`src/rtl/operm_pipe.sv`:
```
// operm_pipe: elastic, pipelined lane permutator.
// Modes reduce to per-lane addresses, resolved one address bit per mux level.
module operm_pipe #(
  parameter int SLICES     = 8,
  parameter int DATA_WIDTH = 32,
  parameter int SEL_WIDTH  = 4,
  parameter int STAGES     = 2,
  localparam int AW  = $clog2(SLICES),
  localparam int KPW = SEL_WIDTH + 2 + SLICES * AW
) (
  input  logic                         clk,
  input  logic                         reset,
  input  logic [SLICES*DATA_WIDTH-1:0] t_dat_dat,
  input  logic [KPW-1:0]               t_kp_dat,
  input  logic                         t_valid,
  output logic                         t_ready,
  output logic [SLICES*DATA_WIDTH-1:0] i_dat_dat,
  output logic [SEL_WIDTH-1:0]         k_ctrl,
  output logic                         i_valid,
  input  logic                         i_ready
);

  localparam int DW = DATA_WIDTH;

  logic [1:0]                          w_mode;
  logic [SEL_WIDTH-1:0]                w_sel;
  logic [SLICES-1:0][AW-1:0]           w_ea;
  logic [SLICES-1:0][SLICES-1:0][DW-1:0] w_src;
  logic                                w_unused;

  assign w_mode = t_kp_dat[SLICES*AW +: 2];
  assign w_sel  = t_kp_dat[KPW-1 -: SEL_WIDTH];

  always_comb begin
    w_ea = '0;
    for (int k = 0; k < SLICES; k++) begin
      unique case (w_mode)
        2'd0:    w_ea[k] = t_kp_dat[AW*k +: AW];
        2'd1:    w_ea[k] = AW'(k) + t_kp_dat[AW-1:0];
        2'd2:    w_ea[k] = t_kp_dat[AW-1:0];
        default: w_ea[k] = AW'(k);
      endcase
    end
  end

  // Every output lane starts with the full set of input lanes as candidates
  for (genvar k = 0; k < SLICES; k++) begin : g_src
    assign w_src[k] = t_dat_dat;
  end

  for (genvar s = 0; s < STAGES; s++) begin : g_st
    localparam int B  = (s * AW) / STAGES;
    localparam int E  = ((s + 1) * AW) / STAGES;
    localparam int NI = SLICES >> B;
    localparam int NO = SLICES >> E;

    logic [SLICES-1:0][NI-1:0][DW-1:0] w_in;
    logic [SLICES-1:0][NO-1:0][DW-1:0] w_nxt;
    logic [NI-1:0][DW-1:0]             w_c;
    logic [SLICES-1:0][AW-1:0]         w_ain;
    logic [SEL_WIDTH-1:0]              w_sin;
    logic                              w_vin;
    logic                              w_go;
    logic [SLICES-1:0][NO-1:0][DW-1:0] r_dat;
    logic [SLICES-1:0][AW-1:0]         r_adr;
    logic [SEL_WIDTH-1:0]              r_sel;
    logic                              r_vld;

    if (s == 0) begin : g_head
      assign w_in  = w_src;
      assign w_ain = w_ea;
      assign w_sin = w_sel;
      assign w_vin = t_valid;
    end else begin : g_body
      assign w_in  = g_st[s-1].r_dat;
      assign w_ain = g_st[s-1].r_adr;
      assign w_sin = g_st[s-1].r_sel;
      assign w_vin = g_st[s-1].r_vld;
    end

    if (s == STAGES - 1) begin : g_tail
      assign w_go = !r_vld || i_ready;
    end else begin : g_mid
      assign w_go = !r_vld || g_st[s+1].w_go;
    end

    // Level l halves the candidate list using address bit B+l
    always_comb begin
      w_nxt = '0;
      w_c   = '0;
      for (int k = 0; k < SLICES; k++) begin
        w_c = w_in[k];
        for (int l = 0; l < E - B; l++) begin
          for (int m = 0; m < (NI >> (l + 1)); m++) begin
            w_c[m] = w_ain[k][B+l] ? w_c[2*m+1] : w_c[2*m];
          end
        end
        w_nxt[k] = w_c[NO-1:0];
      end
    end

    always_ff @(posedge clk) begin
      if (reset) begin
        r_vld <= 1'b0;
        r_dat <= '0;
        r_adr <= '0;
        r_sel <= '0;
      end else if (w_go) begin
        r_vld <= w_vin;
        if (w_vin) begin
          r_dat <= w_nxt;
          r_adr <= w_ain;
          r_sel <= w_sin;
        end
      end
    end
  end

  assign t_ready   = g_st[0].w_go;
  assign i_valid   = g_st[STAGES-1].r_vld;
  assign k_ctrl    = g_st[STAGES-1].r_sel;
  assign i_dat_dat = g_st[STAGES-1].r_dat;
  assign w_unused  = ^g_st[STAGES-1].r_adr;

endmodule

```
`config.mk`:
```
export PLATFORM = sky130hd
export DESIGN_NAME = operm_pipe
export DESIGN_NICKNAME = d
export VERILOG_FILES = /design/src/rtl/operm_pipe.sv
export SDC_FILE = /design/constraint.sdc
export NUM_CORES = 2
export LEC_CHECK = 0
export CORE_MARGIN = 4
export CORE_UTILIZATION = 50
export CTS_CLUSTER_DIAMETER = 120
export DETAILED_ROUTE_END_ITERATION = 10
export PLACE_DENSITY = 0.71
export SLEW_MARGIN = 20
export SYNTH_ARGS = -nofsm -noshare
export SYNTH_HDL_FRONTEND = slang
export SYNTH_SLANG_ARGS = --single-unit
```
`constraint.sdc`:
```
create_clock -name clk -period 4.7 [get_ports clk]
set_input_delay 0.94 -clock clk [delete_from_list [all_inputs] [get_ports clk]]
set_output_delay 0.94 -clock clk [all_outputs]
set_load 0.01 [all_outputs]
```
==> impl_results.md <==
- Gate power share: 0.161
- Power per cell area: between 300 and 400 mW/mm^2
- Crit path launch type: input pin
- TritonCTS clock tree: built
- # hold bufs at CTS: 0
- Status: finished, final reports clean
- Clock power share: 0.390
- Drt initial violations: 7632
- Largest net degree at the start of global routing: roughly 150
- Source of the worst hold timing path: i_dat_dat[61]
- Clock sinks: roughly 1300
- Met1 GRT Util: 0.490
- Slew Limit Fails: 0
- H-Tree Depth: 4
- P_int: ~20 mW
- Cell repeated most along the worst path: clkdlybuf4s50_1
- CP Class: in2out
- Setup Buffers After CTS: 0
- GPL Wtd Cong: roughly 0.95
- Sw Share: 0.282
- M2 GR Usage: 0.441
- Area of the multi-input gates: roughly 0.030 mm^2
- Skew-Pair Late Insertion Delay: 0.76 ns
- Max-Cap Viols: 0
- Mean Syn Cell Area: 9.27 um^2
- CP Capture Type: primary output
- First-pass GRT wire length: ~320000 um
- DIE HEIGHT: between 300 and 400 um
- Post-detail-place hpwl: ~150000 um
- Routed wire per std cell: 26.5 um
- Final setup vio count: 0
- Fillers: between 10000 and 15000
- Maximum clock path buffer count: 3
- Vias in the first global route: just under 50000
- Core area: 0.119 mm^2
- Via/cell ratio: roughly 6.5
- Synthesis-stage register bit count: between 1000 and 1500
- Total die area: roughly 0.13 mm^2
- Slowest-stage cell, CP: clkdlybuf4s50_1
- Worst Path Required: about 3.8 ns
- Pleak: roughly 26 nW
- Clock-pin slew on the worst setup and hold paths: 0.05 ns
- Clock root cell: clkbuf_16
- DR pass1 iterations: 6
- Syn_nets: 6777
- Worst-path cell chain: clkdlybuf4s50_1, nand3b_1, clkdlybuf4s50_1
- Initial Utilization: 0.506
- Post-route insts no fill: 8236
- RSZ-0062 raised after global routing: false
- Cell count after synthesis: about 6500
- Global route total overflow: 0
- Nets: ~6800
- DRC Markers: 0
- Via count: approximately 53000
- Fin crit share: 0.680
- Grt peak-use layer: met1
- Cell count after placement: around 7900
- Worst R2R Path Depth: 5
- Clock skew: 0.0339 ns
- Worst VDD drop: between 0.3 and 0.4 mV
- Sw power: roughly 8 mW
- Register area: approximately 0.026 mm^2
- Row Count: 126
- Routed WL: 219000 um
- Max transition margin: 0.222
- Share of layout cells above drive strength 1: 0.0950
- Worst slew pin tran: 1.17 ns
- Type of the worst min-delay path: reg2reg
- CP peak stage delay: slightly below 0.6 ns
- Initial antenna violation count: just under 60
- CP arrival: about 2.3 ns
- Reg2reg start: g_st[0].r_vld
- Synth cell types: 32
- Tmin final: 3.19 ns
- Setup TNS: 0 ns
- Antenna-violating nets left: 0
- Yosys warnings: 0
- Post-Synthesis Cell Area: 0.0601 mm^2
- Global Route Usage Sum: 0.334
- Worst Hold Depth: 2
- CP Max Fanout: 4
- FMAX: roughly 310 MHz
- Layout area overhead: 16.7%
- Final Hold Viols: 0
- Port Buffers: around 550
- I/O pins: roughly 550
- Met3 global-route usage: 0.114
- Post_cts resized: 0
- Die X: 355 um
- TritonCTS Buffers: around 140
- Seq pwr share: 0.449
- Worst Setup SP: i_ready
- Register area share after synthesis: 0.435
registers in the layout (all words and copies together) (netlist names):
name and cells:
g_st.r_adr 16, g_st.r_dat 1024, g_st.r_sel 4, g_st.r_vld 1, i_dat_dat 256, i_valid 1
k_ctrl 4
power by group through the flow:
stage               clock (mW)  sequential (mW)  combinational, mW
floorplan                    0             12.5               2.96
global placement             0             12.7               4.28
detailed placement           0             12.8               4.37
CTS                       11.0             12.5               4.39
global route              11.5             12.6               4.78
finish                    10.9             12.5               4.50
cells by family (layout without fill, tap and decap cells):
group,after synthesis,count (layout),share of synthesized area
and+or+nand+nor,2243,2243,0.152
muxes,772,772,0.182
adders and majority gates,2,2,0.000416
DFF,1306,1306,0.435
xor gates and xnor gates,4,4,0.000583
buffers and inverters,823,929,0.0630
other,0,45,0
AOI/OAI and AO/OA,1335,1335,0.167
routing by layer:
layer,part of all wire,up-vias
li1,-,23900
met1,0.43,25900
met2,0.40,2969
met3,0.13,494
met4,0.041,30
met5,0.00094,-
cells in the final DEF (no fill, tap or decap), types with 4 or more instances in the layout:
master / instances
nand2_1: 539
clkbuf_16: 146
nand2b_1: 13
inv_6: 4
a2111oi_1: 31
a221oi_1: 4
clkinv_2: 24
diode_2: 45
clkbuf_8: 28
buf_12: 55
dfxtp_4: 6
inv_1: 9
a211oi_1: 518
nor3_1: 518
a22oi_2: 4
mux2i_1: 516
clkbuf_1: 31
nor2_1: 1162
a2111oi_0: 481
dfxtp_2: 10
clkdlybuf4s50_1: 550
mux4_2: 256
a21oi_1: 276
o21ai_0: 9
dfxtp_1: 1290
buf_4: 69
worst max-delay path, delay by kind of cell:
kind | cells | cell delay [ns]
buffers and inverters | 2 | 1.08
AND/OR/NAND/NOR | 1 | 0.24
synth_stat cells (all sizes together):
library cell / instances / area (um^2)
ha: 2 / 25.0
o221a: 3 / 33.8
buf: 387 / 2150
a211o: 3 / 26.3
a211oi: 518 / 3890
nand2: 541 / 2030
mux2i: 516 / 5160
nand3b: 3 / 22.5
o21ai: 9 / 45.0
nand2b: 13 / 81.3
xor2: 1 / 8.76
a2111oi: 512 / 4520
clkbuf: 427 / 1600
xnor2: 3 / 26.3
dfxtp: 1306 / 26100
inv: 9 / 33.8
nor2: 1163 / 4370
nand3: 2 / 10.0
and2: 2 / 12.5
mux4: 256 / 5770
a22oi: 7 / 114
a221oi: 4 / 35.0
o31ai: 2 / 15.0
and2b: 1 / 8.76
nor3: 518 / 2590
a21oi: 277 / 1390
path summary, 6_finish.rpt:
kind / endpoint / slack [ns]
worst max-delay path: t_ready / 1.51
worst min-delay path: i_dat_dat[61] / 0.45
worst max register to register: g_st[0].r_dat[976] / 2.00
worst min register to register: i_dat_dat[61] / 0.45
layout make-up:
class | count | share of cell area
Timing Repair Buffer | 675 | 0.102
Clock buffer | 205 | 0.0592
Clock inverter | 40 | 0.00474
Antenna cell | 45 | 0.00160
Inverter | 9 | 0.000481
Sequential cell | 1306 | 0.373
Tap cell | 1600 | 0.0285
Multi-Input combinational cell | 4356 | 0.431
per-stage QoR:
step / cell area (um^2) / total power, mW / util / worst slack (ns) / hold WS, ns
final: 70200 / 28.0 / 0.591 / 1.51 / 0.451
after global routing: 70100 / 28.9 / 0.591 / 1.38 / 0.467
after CTS: 70100 / 27.9 / 0.590 / 1.51 / 0.453
after detailed placement: 65600 / 17.1 / 0.552 / 0.929 / 0.446
after global placement: 65600 / 17.0 / 0.552 / 1.06 / 0.439
after floorplan: 60100 / 15.5 / - / 2.30 / 0.432
No activity file was read; power rests on OpenSTA's default activity.
